<file path="config.mk">
export PLATFORM = sky130hd
export DESIGN_NAME = csc_multi
export DESIGN_NICKNAME = d
export VERILOG_FILES = /design/src/rtl/csc_pkg.sv /design/src/rtl/csc_sync_delay.sv /design/src/rtl/csc_multi.sv
export SDC_FILE = /design/constraint.sdc
export NUM_CORES = 1
export LEC_CHECK = 0
export ABC_AREA = 1
export CORE_UTILIZATION = 45
export CTS_BUF_LIST = sky130_fd_sc_hd__clkbuf_4 sky130_fd_sc_hd__clkbuf_8
export DETAILED_ROUTE_END_ITERATION = 12
export PLACE_DENSITY = 0.59
export SLEW_MARGIN = 25
export SYNTH_ARGS = -nofsm -noshare
export SYNTH_HDL_FRONTEND = slang
export SYNTH_SLANG_ARGS = --single-unit
export TNS_END_PERCENT = 50
</file>
<file path="constraint.sdc">
create_clock -name clk -period 5.7 [get_ports clk]
set_input_delay 0.855 -clock clk [delete_from_list [all_inputs] [get_ports clk]]
set_output_delay 0.855 -clock clk [all_outputs]
set_load 0.01 [all_outputs]
</file>
<file path="src/rtl/csc_pkg.sv">
`default_nettype none
// ============================================================================
// Module   : csc_pkg
// Brief    : Shared types and constants for the csc_multi colour converter.
// Revision : 1.0
// ============================================================================
package csc_pkg;

    typedef enum logic [1:0] {
        CSC_BYPASS = 2'd0,
        CSC_YCBCR  = 2'd1,
        CSC_GRAY   = 2'd2,
        CSC_RSVD   = 2'd3
    } csc_mode_e;

    localparam int CSC_FRAC_W = 8;
    localparam int CSC_LAT    = 3;

    // BT.601 magnitudes in 8-bit fixed point; signs are applied in the sums
    localparam logic [7:0] C_Y_R  = 8'd77;
    localparam logic [7:0] C_Y_G  = 8'd150;
    localparam logic [7:0] C_Y_B  = 8'd29;
    localparam logic [7:0] C_CB_R = 8'd43;
    localparam logic [7:0] C_CB_G = 8'd85;
    localparam logic [7:0] C_CB_B = 8'd128;
    localparam logic [7:0] C_CR_R = 8'd128;
    localparam logic [7:0] C_CR_G = 8'd107;
    localparam logic [7:0] C_CR_B = 8'd21;

endpackage
`default_nettype wire

</file>
<file path="src/rtl/csc_sync_delay.sv">
`default_nettype none
// ============================================================================
// Module   : csc_sync_delay
// Brief    : N-stage shift register carrying {hsync, vsync, de} alongside data.
// Revision : 1.0
// ============================================================================
module csc_sync_delay #(
    parameter int N = 3,
    parameter int W = 3
) (
    input  logic         clk,
    input  logic         rst_n,
    input  logic [W-1:0] i_sync,
    output logic [W-1:0] o_sync
);

    logic [W-1:0] r_pipe [N];

    always_ff @(posedge clk or negedge rst_n) begin
        if (!rst_n) begin
            for (int i = 0; i < N; i++) r_pipe[i] <= '0;
        end else begin
            r_pipe[0] <= i_sync;
            for (int i = 1; i < N; i++) r_pipe[i] <= r_pipe[i-1];
        end
    end

    assign o_sync = r_pipe[N-1];

endmodule
`default_nettype wire

</file>
<file path="src/rtl/csc_multi.sv">
`default_nettype none
// ============================================================================
// Module   : csc_multi
// Brief    : 3-stage RGB -> bypass / BT.601 YCbCr / gray converter, mode
//            switched only on a vsync rising edge. Define CSC_ROUND_EN to
//            round half up instead of truncating.
// Revision : 1.0
// ============================================================================
module csc_multi
    import csc_pkg::*;
#(
    parameter int         DATA_W   = 8,
    parameter logic [1:0] MODE_RST = 2'd0
) (
    input  logic                  clk,
    input  logic                  rst_n,
    input  logic [1:0]            mode,
    input  logic                  RGB_hsync,
    input  logic                  RGB_vsync,
    input  logic [3*DATA_W-1:0]   RGB_data,
    input  logic                  RGB_de,
    output logic                  CSC_hsync,
    output logic                  CSC_vsync,
    output logic [3*DATA_W-1:0]   CSC_data,
    output logic                  CSC_de,
    output logic [1:0]            mode_active
);

    localparam int PW = DATA_W + CSC_FRAC_W;
    localparam int SW = DATA_W + 10;

    localparam logic signed [SW-1:0] C_OFF = {2'b00, 1'b1, {(DATA_W+7){1'b0}}};
    localparam logic signed [SW-1:0] C_MAX = {{10{1'b0}}, {DATA_W{1'b1}}};
`ifdef CSC_ROUND_EN
    localparam logic signed [SW-1:0] C_RND = SW'(128);
`else
    localparam logic signed [SW-1:0] C_RND = '0;
`endif

    logic              r_vs_d;
    logic [1:0]        r_mode_active;
    logic              w_rise;
    logic [1:0]        w_mode_eff;
    logic [DATA_W-1:0] w_r, w_g, w_b;

    logic [DATA_W-1:0] r1_r, r1_g, r1_b;
    csc_mode_e         r1_mode;
    logic [PW-1:0]     r1_p_yr, r1_p_yg, r1_p_yb;
    logic [PW-1:0]     r1_p_cbr, r1_p_cbg, r1_p_cbb;
    logic [PW-1:0]     r1_p_crr, r1_p_crg, r1_p_crb;

    logic [DATA_W-1:0] r2_r, r2_g, r2_b;
    csc_mode_e         r2_mode;
    logic signed [SW-1:0] r2_y, r2_cb, r2_cr;

    logic [DATA_W-1:0]   w_y, w_cb, w_cr;
    logic [3*DATA_W-1:0] w_sel;
    logic [3*DATA_W-1:0] r3_data;

    // The pixel arriving with the vsync edge already sees the new mode
    assign w_rise     = RGB_vsync & ~r_vs_d;
    assign w_mode_eff = w_rise ? mode : r_mode_active;
    assign {w_r, w_g, w_b} = RGB_data;

    function automatic logic [DATA_W-1:0] f_clamp(input logic signed [SW-1:0] v);
        logic signed [SW-1:0] s;
        s = (v + C_RND) >>> CSC_FRAC_W;
        if (s[SW-1])
            f_clamp = '0;
        else if (s > C_MAX)
            f_clamp = '1;
        else
            f_clamp = s[DATA_W-1:0];
    endfunction

    always_ff @(posedge clk or negedge rst_n) begin
        if (!rst_n) begin
            r_vs_d        <= 1'b0;
            r_mode_active <= MODE_RST;
        end else begin
            r_vs_d <= RGB_vsync;
            if (w_rise) r_mode_active <= mode;
        end
    end

    always_ff @(posedge clk or negedge rst_n) begin
        if (!rst_n) begin
            r1_r     <= '0;
            r1_g     <= '0;
            r1_b     <= '0;
            r1_mode  <= CSC_BYPASS;
            r1_p_yr  <= '0;
            r1_p_yg  <= '0;
            r1_p_yb  <= '0;
            r1_p_cbr <= '0;
            r1_p_cbg <= '0;
            r1_p_cbb <= '0;
            r1_p_crr <= '0;
            r1_p_crg <= '0;
            r1_p_crb <= '0;
        end else begin
            r1_r     <= w_r;
            r1_g     <= w_g;
            r1_b     <= w_b;
            r1_mode  <= csc_mode_e'(w_mode_eff);
            r1_p_yr  <= PW'(w_r) * PW'(C_Y_R);
            r1_p_yg  <= PW'(w_g) * PW'(C_Y_G);
            r1_p_yb  <= PW'(w_b) * PW'(C_Y_B);
            r1_p_cbr <= PW'(w_r) * PW'(C_CB_R);
            r1_p_cbg <= PW'(w_g) * PW'(C_CB_G);
            r1_p_cbb <= PW'(w_b) * PW'(C_CB_B);
            r1_p_crr <= PW'(w_r) * PW'(C_CR_R);
            r1_p_crg <= PW'(w_g) * PW'(C_CR_G);
            r1_p_crb <= PW'(w_b) * PW'(C_CR_B);
        end
    end

    always_ff @(posedge clk or negedge rst_n) begin
        if (!rst_n) begin
            r2_r    <= '0;
            r2_g    <= '0;
            r2_b    <= '0;
            r2_mode <= CSC_BYPASS;
            r2_y    <= '0;
            r2_cb   <= '0;
            r2_cr   <= '0;
        end else begin
            r2_r    <= r1_r;
            r2_g    <= r1_g;
            r2_b    <= r1_b;
            r2_mode <= r1_mode;
            r2_y    <= $signed(SW'(r1_p_yr)) + $signed(SW'(r1_p_yg)) + $signed(SW'(r1_p_yb));
            r2_cb   <= C_OFF - $signed(SW'(r1_p_cbr)) - $signed(SW'(r1_p_cbg))
                             + $signed(SW'(r1_p_cbb));
            r2_cr   <= C_OFF + $signed(SW'(r1_p_crr)) - $signed(SW'(r1_p_crg))
                             - $signed(SW'(r1_p_crb));
        end
    end

    assign w_y  = f_clamp(r2_y);
    assign w_cb = f_clamp(r2_cb);
    assign w_cr = f_clamp(r2_cr);

    // Reserved mode falls through to bypass
    always_comb begin
        w_sel = {r2_r, r2_g, r2_b};
        case (r2_mode)
            CSC_YCBCR: w_sel = {w_y, w_cb, w_cr};
            CSC_GRAY:  w_sel = {w_y, w_y, w_y};
            default:   w_sel = {r2_r, r2_g, r2_b};
        endcase
    end

    always_ff @(posedge clk or negedge rst_n) begin
        if (!rst_n)
            r3_data <= '0;
        else
            r3_data <= w_sel;
    end

    csc_sync_delay #(
        .N (CSC_LAT),
        .W (3)
    ) u_sync_delay (
        .clk    (clk),
        .rst_n  (rst_n),
        .i_sync ({RGB_hsync, RGB_vsync, RGB_de}),
        .o_sync ({CSC_hsync, CSC_vsync, CSC_de})
    );

    assign CSC_data    = CSC_de ? r3_data : '0;
    assign mode_active = r_mode_active;

endmodule
`default_nettype wire

</file>
==> results of run 1 <==
-- sequential cells by signal (all words and copies together), names as in the netlist, 13 cells and up --
signal	flops
r1_p_yr	13
r1_p_cbg	13
r1_p_crb	13
r3_data	24
r1_p_cbr	13
r1_p_crg	14
-- power by group through the flow --
stage	Combinational (mW)	Sequential, mW	Clock [mW]
3_5_place_dp	5.45	2.19	0
2_1_floorplan	4.09	2.04	0
6_report	5.47	2.14	0.945
5_1_grt	6.33	2.19	1.04
3_3_place_gp	5.39	2.19	0
4_1_cts	5.49	2.16	0.977
-- through the flow --
stage	std cells	area [um2]
finish	2402	17500
global route	2402	17500
CTS	2402	17500
detailed placement	2370	17100
global placement	2370	17100
floorplan	1860	15900
-- critical path, cell delays in order --
cell and delay (ns):
clkdlybuf4s50_1 0.61, ha_1 0.46, fa_1 0.49, fa_1 0.57, inv_1 0.07, fa_1 0.50, inv_1 0.05, ha_1 0.34
a21oi_1 0.21, nor2_1 0.08, o21ai_0 0.22, nand3_1 0.11, nand2_1 0.07, nand2_1 0.05
-- kinds of logic (layout without fill, tap and decap cells) --
kind of cell | Yosys count | in the layout | share of synthesized area (%)
simple gates | 620 | 620 | 16.6
buf+inv | 401 | 488 | 9.50
fa+ha+maj | 348 | 348 | 31.1
compound gates | 228 | 228 | 8.13
flops | 198 | 198 | 31.1
xor+xnor | 63 | 63 | 3.46
mux | 2 | 2 | 0.141
-- area by class of cell --
cell class / count / area share [%]
clock inverters: 15 / 1.11
multi-input cells: 1261 / 54.0
clock buffers: 17 / 1.33
inverters: 393 / 8.41
well taps: 455 / 3.25
flip-flops and latches: 198 / 28.2
repair buffers: 63 / 3.63
-- final timing paths --
kind,start,end,slack (ns),cells past startpoint
worst max-delay path,RGB_data[12],r1_p_crg[14],1.41,14
worst min-delay path,r1_g[5],r2_g[5],0.36,0
worst max register to register,r1_p_crr[7],r2_cb[15],2.26,19
worst min register to register,r1_g[5],r2_g[5],0.36,0
max in group asynchronous,rst_n,r1_p_crb[7],4.26,2
min in group asynchronous,rst_n,u_sync_delay.o_sync[2],0.38,1
-- layout by cell type (no fill, tap or decap), types with 58 or more instances in the layout --
master / instances
clkdlybuf4s50_1: 58
ha_1: 268
nor2_1: 100
fa_1: 80
inv_1: 388
a21oi_1: 84
dfrtp_1: 198
o21ai_0: 75
nand3_1: 79
nand2_1: 362
-- layer usage --
| layer | up-vias | routed length, um |
|---|---|---|
| met5 | - | 0 |
| met4 | 0 | 876 |
| met3 | 40 | 1120 |
| met2 | 202 | 17100 |
| met1 | 5474 | 18500 |
| li1 | 6079 | - |
==> key figures, run 1 <==
Clock tree
  – TritonCTS clock tree: yes
  – Post-CTS sizing: 0
  – H-tree depth: 4
  – Clk Latency, worst-skew pair: 0.50 ns
  – Deepest clock path buffer count: 2
  – Num Clock Sinks: 198
  – Post-CTS setup buffers: 0
  – Clock Tree Root: clkbuf_8
  – Clk slew on worst S/H paths: 0.12 ns
  – CTS Hold Bufs: 0
  – CTS Buf Count: 17

Global routing
  – Largest net degree at the start of global routing: 109
  – Met1 usage: 30.8%
  – Initial antenna violation count: 0
  – Vias in the first global route: 11876
  – Global-route wire length before repair: 61.2 mm
  – Most Used Layer, Global Route: met2
  – Met3 Use GR: 2.37%
  – M2 GR Usage: 35.5%
  – Gr usage total: 22.0%
  – Total congestion overflow: 0

Place
  – GPL Wtd Cong: 0.916
  – Detailed Place HPWL: 31.7 mm
  – Post-place setup slack: 0.921 ns
  – IO Port Bufs: 59

Pwr
  – Leakage: 9.74 nW
  – Sw power: 4.33 mW
  – Seq pwr share: 25.0%
  – Clk pwr share: 11.0%
  – Tot Pwr: 8.56 mW
  – Maximum VDD drop: 0.319 mV
  – Sw frac: 50.6%
  – Comb power frac: 63.9%
  – Power density cells: 488 mW/mm2
  – Internal power: 4.23 mW

Flow run
  – Max cap viols: 0

Logic synthesis
  – Yosys top cell area share: 31.1%
  – YS warnings: 0
  – Mean post-synth cell area: 8.57 um2
  – Register bit total from synthesis: 198
  – EDFF count, synth: 0
  – Post-synth top cells: 388 x inv_1, 362 x nand2_1, 268 x ha_1
  – Synth top area cells: dfrtp_1 31%, ha_1 21%, fa_1 10%
  – Fraction of registers with async set/reset: 100%
  – Synth area leader: dfrtp_1
  – Most instantiated library cell after synthesis: inv_1
  – Seq/Total Area, Yosys: 31.1%
  – Distinct cells, synth: 43
  – Synthesized net count: 2239
  – Top_reg_cell synth: dfrtp_1
  – Gate Count Post-Synth: 1860
  – Post-Syn Area: 0.0159 mm2

Worst setup path
  – CP Capture Type: flip-flop
  – CP max FO: 8
  – Crit Path Class: input pin to flip-flop
  – CP required: 6.09 ns
  – Worst EP arrival: 4.68 ns
  – Critical path launch point type: input pin

Die
  – Die H: 190 um
  – I/O Pins: 60
  – Die area: 0.0362 mm2
  – Cell Rows: 68
  – Die width: 190 um
  – Initial Util: 45.9%
  – Placeable core region: 0.0347 mm2

Routing
  – Wire per inst: 15.7 um
  – Antenna viol nets, final: 0
  – Vias per std cell: 4.91
  – DRC Markers: 0
  – Routed vias: 11795
  – Drt total wl: 37.6 mm
  – Pre-Repair DR Iteration Count: 5
  – Initial DRC Count: 577

Cells and area
  – Share of cells above drive strength 1: 3.75%
  – Fin nets: 2313
  – Layout area overhead: 10.0%
  – FF/Latch Area: 0.00495 mm2
  – Area of the multi-input gates: 0.00948 mm2
  – Fillers: 3350
  – N_diodes: 0
  – Final Core Density: 50.5%

Timing
  – Final clock period utilization by the worst path: 75.3%
  – Final worst slack: 1.41 ns
  – Final setup viols: 0
  – RSZ-0062 raised after global routing: no
  – Crit path time final: 4.29 ns
  – Hold Slack: 0.358 ns
  – Relative slew slack: 39.6%
  – Least-Margin Pin Slew: 0.906 ns
  – Clock skew: 0.0197 ns
  – Final Hold Fails: 0
  – Setup TNS: 0 ns
  – Maximum clock frequency: 233 MHz
  – Final Slew Violations: 0

Hold path
  – Hold Crit Class: flip-flop to flip-flop

Status
  – Outcome: finished, final reports clean
No activity file was read; power rests on OpenSTA's default activity.
==> run 2, diff against run 1 <==
Settings changed: PLACE_DENSITY 0.59 to 0.61.
Clock period 5.7 ns to 3.45 ns, I/O delays scaled along.
==> run 2 against run 1 <==
Core utilization rose by 3.7 points. Die area did not move. Critical path depth did not move. Non-clock buffer count grew 156. Sequential power is 64% higher. Combinational power up 81%. Register-to-register slack lost 2.0 ns. Wire length grew 2.4%. Count of clock-buffer cells in the layout grew 1. Clock skew is 0.0033 ns lower. First-iteration DRC count grew 19%. Setup slack got worse by 1.3 ns.
==> key figures, run 2 (synthesis results as in run 1) <==
Status
  – Outcome: finished, final reports clean

Pwr
  – Seq pwr share: 23.5%
  – Sw frac: 48.9%
  – Leakage: 10.5 nW
  – Maximum VDD drop: 0.580 mV
  – Comb power frac: 66.5%
  – Power density cells: 793 mW/mm2
  – Internal power: 7.63 mW
  – Sw power: 7.29 mW
  – Clk pwr share: 10.0%

Routing
  – Top Layer Used: met4
  – Wire length on met3: 1.01 mm
  – Routed vias: 12424
  – Pre-Repair DR Iteration Count: 7
  – DRC Markers: 0
  – DRT met1 WL: 18.8 mm
  – Initial DRC Count: 686
  – Antenna viol nets, final: 0
  – DR WL met2: 18.3 mm
  – Vias per std cell: 4.86
  – Drt total wl: 38.5 mm
  – Wire per inst: 15.1 um

Place
  – Detailed Place HPWL: 32.8 mm
  – Post-place setup slack: -0.644 ns
  – Placed Instances: 2526
  – DP Area: 0.0183 mm2
  – GPL Wtd Cong: 0.947
  – IO Port Bufs: 59

Global routing
  – Initial antenna violation count: 0
  – Gr usage total: 22.5%
  – Global-route wire length before repair: 63.2 mm
  – Largest net degree at the start of global routing: 89
  – Vias in the first global route: 12260
  – Total congestion overflow: 0

Die
  – Die area: 0.0362 mm2
  – Die width: 190 um
  – Die H: 190 um
  – I/O Pins: 60
  – Cell Rows: 68
  – Initial Util: 45.9%
  – Placeable core region: 0.0347 mm2

Timing
  – Crit path time final: 3.34 ns
  – RSZ-0062 raised after global routing: yes
  – Clock skew: 0.0163 ns
  – Final Hold Fails: 0
  – Relative slew slack: 45.9%
  – Final worst slack: 0.106 ns
  – Final Slew Violations: 0
  – Final clock period utilization by the worst path: 96.9%
  – Least-Margin Pin Slew: 0.811 ns
  – Final setup viols: 0
  – Maximum clock frequency: 299 MHz

Clock tree
  – Post-CTS setup buffers: 0
  – TritonCTS clock tree: yes
  – Clk Latency, worst-skew pair: 0.49 ns
  – Deepest clock path buffer count: 2
  – Num Clock Sinks: 198
  – CTS Buf Count: 17
  – H-tree depth: 4
  – Clock Tree Root: clkbuf_8
  – Clk slew on worst S/H paths: 0.11 ns

Cells and area
  – Commonest non-fill, non-tap cells in the layout: 388 x inv_1, 361 x nand2_1, 261 x ha_1
  – Fin nets: 2469
  – Largest regs: r3_data x24, r1_p_crg x14
  – Cell area after layout: 0.0188 mm2
  – Non-Filler Instances: 2557
  – Fillers: 3246
  – Layout area overhead: 18.0%
  – Share of cells above drive strength 1: 11.9%
  – Area of the multi-input gates: 0.00960 mm2
  – Number of flip-flops in the largest register: 24
  – FF/Latch Area: 0.00496 mm2
  – Most flop-heavy register: r3_data
  – Most common cell after layout, fill and taps aside: inv_1
  – N_diodes: 0

Worst setup path
  – Crit Path Class: input pin to flip-flop
  – Buf/Inv on CP: 3
  – Critical path launch point type: input pin
  – Critical Path Max Stage Delay: 0.55 ns
  – Worst path top cell family by delay: adder cells
  – CP required: 3.85 ns
  – Worst EP arrival: 3.74 ns
  – CP max-delay cell: fa_1
  – Critical Path, Cell by Cell: clkdlybuf4s50_1 -> ha_4 -> fa_1 -> fa_1 -> inv_1 -> fa_1 -> inv_1 -> ha_4 -> a21oi_4 -> nor2_1 -> o21ai_1 -> nand3_1 -> nand2_1 -> nand2_1
  – Crit-path most repeated cell: fa_1
  – CP max FO: 4
  – CP Capture Type: flip-flop

Hold path
  – Hold Crit Class: input pin to async pin

Flow run
  – Max cap viols: 0
run 2: cell count changes in the layout (fill, tap and decap cells not counted), sizes merged, moves of 2 or more:
cell	change
buf	+156
clkdlybuf4s50	-5
inv	-5
dlymetal6s2s	+3
dlygate4sd2	+2
run 2: metal layers:
metal  vias up  GRT usage [%]
li1       6394              -
met1      5829           31.6
met2       179           37.6
met3        22           2.37
met4         0           4.58
met5         -              0
run 2: final cells by class:
type	count	share of cell area, %
clock buffer	18	1.28
clock inverter	13	0.791
inverter	393	7.84
multi-input combinational	1261	51.0
sequential	198	26.3
tap	455	3.02
timing repair buffer	219	9.72
run 2: timing repair:
action / 4_1_cts / 5_1_grt
resized for setup: 6 / 28
endpoints found under the setup margin: 9 / 23
hold buffers: 0 / 0
endpoints found under the hold margin: 0 / 0
pin swaps: 1 / 4
run 2: power by group through the flow:
stage | logic, mW | clock network [mW] | registers, mW
after floorplan | 6.76 | 0 | 3.37
after global placement | 9.60 | 0 | 3.58
after detailed placement | 9.70 | 0 | 3.58
after CTS | 9.78 | 1.55 | 3.53
after global routing | 11.4 | 1.63 | 3.59
final | 9.92 | 1.49 | 3.51
run 2: worst paths after layout:
check	startpoint	endpoint	slack (ns)	depth (start not counted)
worst max register to register	r1_p_crr[7]	r2_cb[15]	0.23	19
worst min register to register	r1_g[7]	r2_g[7]	0.36	0
worst max-delay path	RGB_data[14]	r1_p_crg[14]	0.11	14
min in group clk	r1_g[7]	r2_g[7]	0.36	0
max in group asynchronous	rst_n	r1_p_crb[0]	2.60	2
worst min-delay path	rst_n	r1_p_cbr[13]	0.07	1
run 2: worst register-to-register path, stage by stage (launching register included):
cell and delay, ns:
dfrtp_2 0.46, inv_2 0.11, ha_2 0.21, nand2_2 0.11, nor2_4 0.12, nand3_2 0.11
nor2_2 0.11, xor2_1 0.15, inv_1 0.10, fa_1 0.49, inv_1 0.04, ha_2 0.33
nand2_2 0.13, inv_1 0.07, a21oi_2 0.20, nor2_1 0.06, nor2_1 0.12, nand2_1 0.07
nand2_1 0.06, nand2_1 0.07
run 2: per-stage QoR:
stage	hold slack (ns)	total power, mW	util, %	setup TNS [ns]
2_1_floorplan	0.222	10.1	-	0
3_3_place_gp	0.336	13.2	52.7	-16.65
3_5_place_dp	0.336	13.3	52.7	-17.25
4_1_cts	0.0711	14.9	53.9	0
5_1_grt	0.0870	16.6	54.2	-0.0120
6_report	0.0714	14.9	54.2	0
==> patch: new RTL, config.mk and constraints of run 2 <==
The package constant `CSC_FRAC_W` goes from 8 to 9.
--- a/src/rtl/csc_pkg.sv
+++ b/src/rtl/csc_pkg.sv
@@ -15,3 +15,3 @@
 
-    localparam int CSC_FRAC_W = 8;
+    localparam int CSC_FRAC_W = 9;
     localparam int CSC_LAT    = 3;
Formal check against the unedited RTL: not equivalent (Yosys sat finds a counterexample within 4 cycles, from zero or initial values and one cycle with rst_n low).
==> patch against run 2 <==
The flow now finishes with violations (hold timing); worst hold slack worse by 0.075 ns; cell area is 2.6% lower; total power is 2.7% lower; sequential cell count is 3 lower; critical endpoint unchanged; area after synthesis is 1.9% lower; worst setup slack worse by 0.0083 ns; final cell count is 2.2% lower; clock power is 11% higher; wire length is 2.4% lower.
==> patch: results <==
[clock_tree]
cts_buffers = 17
cts.clk_slew.worst_paths_ns = 0.13
htree_levels = 4
insertion_delay_ns = 0.49
cts_buffer_depth = 2

[route]
wl_um = 37620
drtIter0Drc = 742
num_vias = 12080
first_pass_iters = 5

[synthesis]
yosys-top-cells-area = "dfrtp_1, ha_1, fa_1"
yosys.cell_types.count = 37
synthTopCellsByCount = "nand2_1, inv_1, ha_1"
ys_seq_area_share_pct = 31.21
syn_nets = 2217
async_flop_share_pct = 100.0
ys_warn_count = 0
synth_ff_type = "dfrtp_1"

[setup_path]
worstRegToRegCells = 18
startpoint = "RGB_data[8]"
r2r_end = "r2_cb[14]"
cp.arrival_ns = 3.75
rrSetupSlack_ns = 0.35
cp_max_fo = 4
r2r_start = "r1_p_crr[7]"
cp_top_family = "adder cells"
cp_slowest_cell = "fa_1"
slowest_delay_ns = 0.56

[layout]
reg_top3 = "r3_data: 24 flops, r1_p_crg: 14 flops"
diodes = 0
drive_gt1_share_pct = 10.08
num-nets-final = 2418

[timing]
hold_viol_final = 3
fin_worst_skew_ns = 0.01791
setup_ws_ns = 0.09812
worstMarginPinSlew_ns = 0.7829
hold_slack_ns = -0.003550

[global_route]
grt_max_degree = 81
grt_first_pass_wirelength_um = 62110
antenna_found_initial = 0
grt.total_usage_pct = 22.38

[placed_design]
gp_congestion = 0.8931
dpl_worst_slack_ns = -0.6654
io_buffers = 59
dp_hpwl_um = 32050
placed_area_mm2 = 0.01774

[outcome]
violations = "hold timing"
status = "complete, but fails checks"

[power_and_ir_drop]
leakage_nw = 10.36
peakVddDrop_mv = 0.5224

[worst_hold_path]
hp-class = "in2async"
patch: cell types whose count changed after synthesis, sizes merged, moves of 16 or more:
cell / change
a31oi: -26
inv: -27
nand2: +36
nand3: +16
o21ai: -41
a21oi: +30
patch: worst max-delay path by stage:
stage	end	cells after the start
finish	r1_p_crg[14]	14
global route	r1_p_cbg[13]	18
CTS	r1_p_cbg[12]	15
detailed placement	r1_p_crg[14]	14
global placement	r1_p_crg[14]	14
floorplan	r1_p_crg[14]	13
patch: cell type report:
type | instances | area [µm²]
timing repair buffer | 191 | 1615
fill | 3209 | 15540
multi-input combinational | 1269 | 9448
inverter | 366 | 1374
clock buffer | 17 | 234.0
tap | 448 | 560.5
sequential | 195 | 4880
clock inverter | 15 | 220.2
patch: cell families (layout without fill, tap and decap cells):
kind of cell | count (synthesis) | after routing | synth area share [%]
adder cells (fa/ha/maj) | 347 | 347 | 31.61
flip-flops | 195 | 195 | 31.21
XOR/XNOR | 59 | 59 | 3.305
AND/OR/NAND/NOR | 675 | 675 | 18.17
AO/OA/AOI/OAI | 186 | 186 | 6.506
multiplexers | 2 | 2 | 0.1440
buffers and inverters | 375 | 589 | 9.059
patch: routing by layer:
metal  vias to the layer above  share of wire [%]  GRT usage (%)
met1                      5580                 50          32.64
li1                       6227                  -              -
met5                         -                  0              0
met4                         0                1.7          5.211
met2                       233                 45          35.62
met3                        36                3.3          2.496
patch: repair_timing:
action	in CTS	in global routing
gates cloned	0	0
pin swaps	1	4
resized for setup	10	24
endpoints found under the setup margin	11	30
buffers inserted	0	1
patch: power breakdown:
group          total (mW)  switching, mW  leakage [nW]  internal, mW
registers            3.46          0.447          2.32          3.02
clock network        1.66           1.06         0.223         0.603
logic                9.39           5.64          7.83          3.75
total                14.5           7.15          10.4          7.37
patch: stage by stage:
stage                     hold slack (ns)  instances  TNS (ns)
after CTS                         0.01477       2500         0
final                           -0.003550       2501         0
after floorplan                    0.2219       1839         0
after global routing              0.02430       2501   -0.2384
after detailed placement           0.3347       2468    -16.68
after global placement             0.3351       2468    -15.31
patch: worst reg2reg max path: cells and delay by family, from the launching register on:
kind,cells,cell delay [ns]
flops,1,0.40
compound gates,2,0.36
buf+inv,2,0.16
simple gates,11,0.99
fa+ha+maj,3,1.08
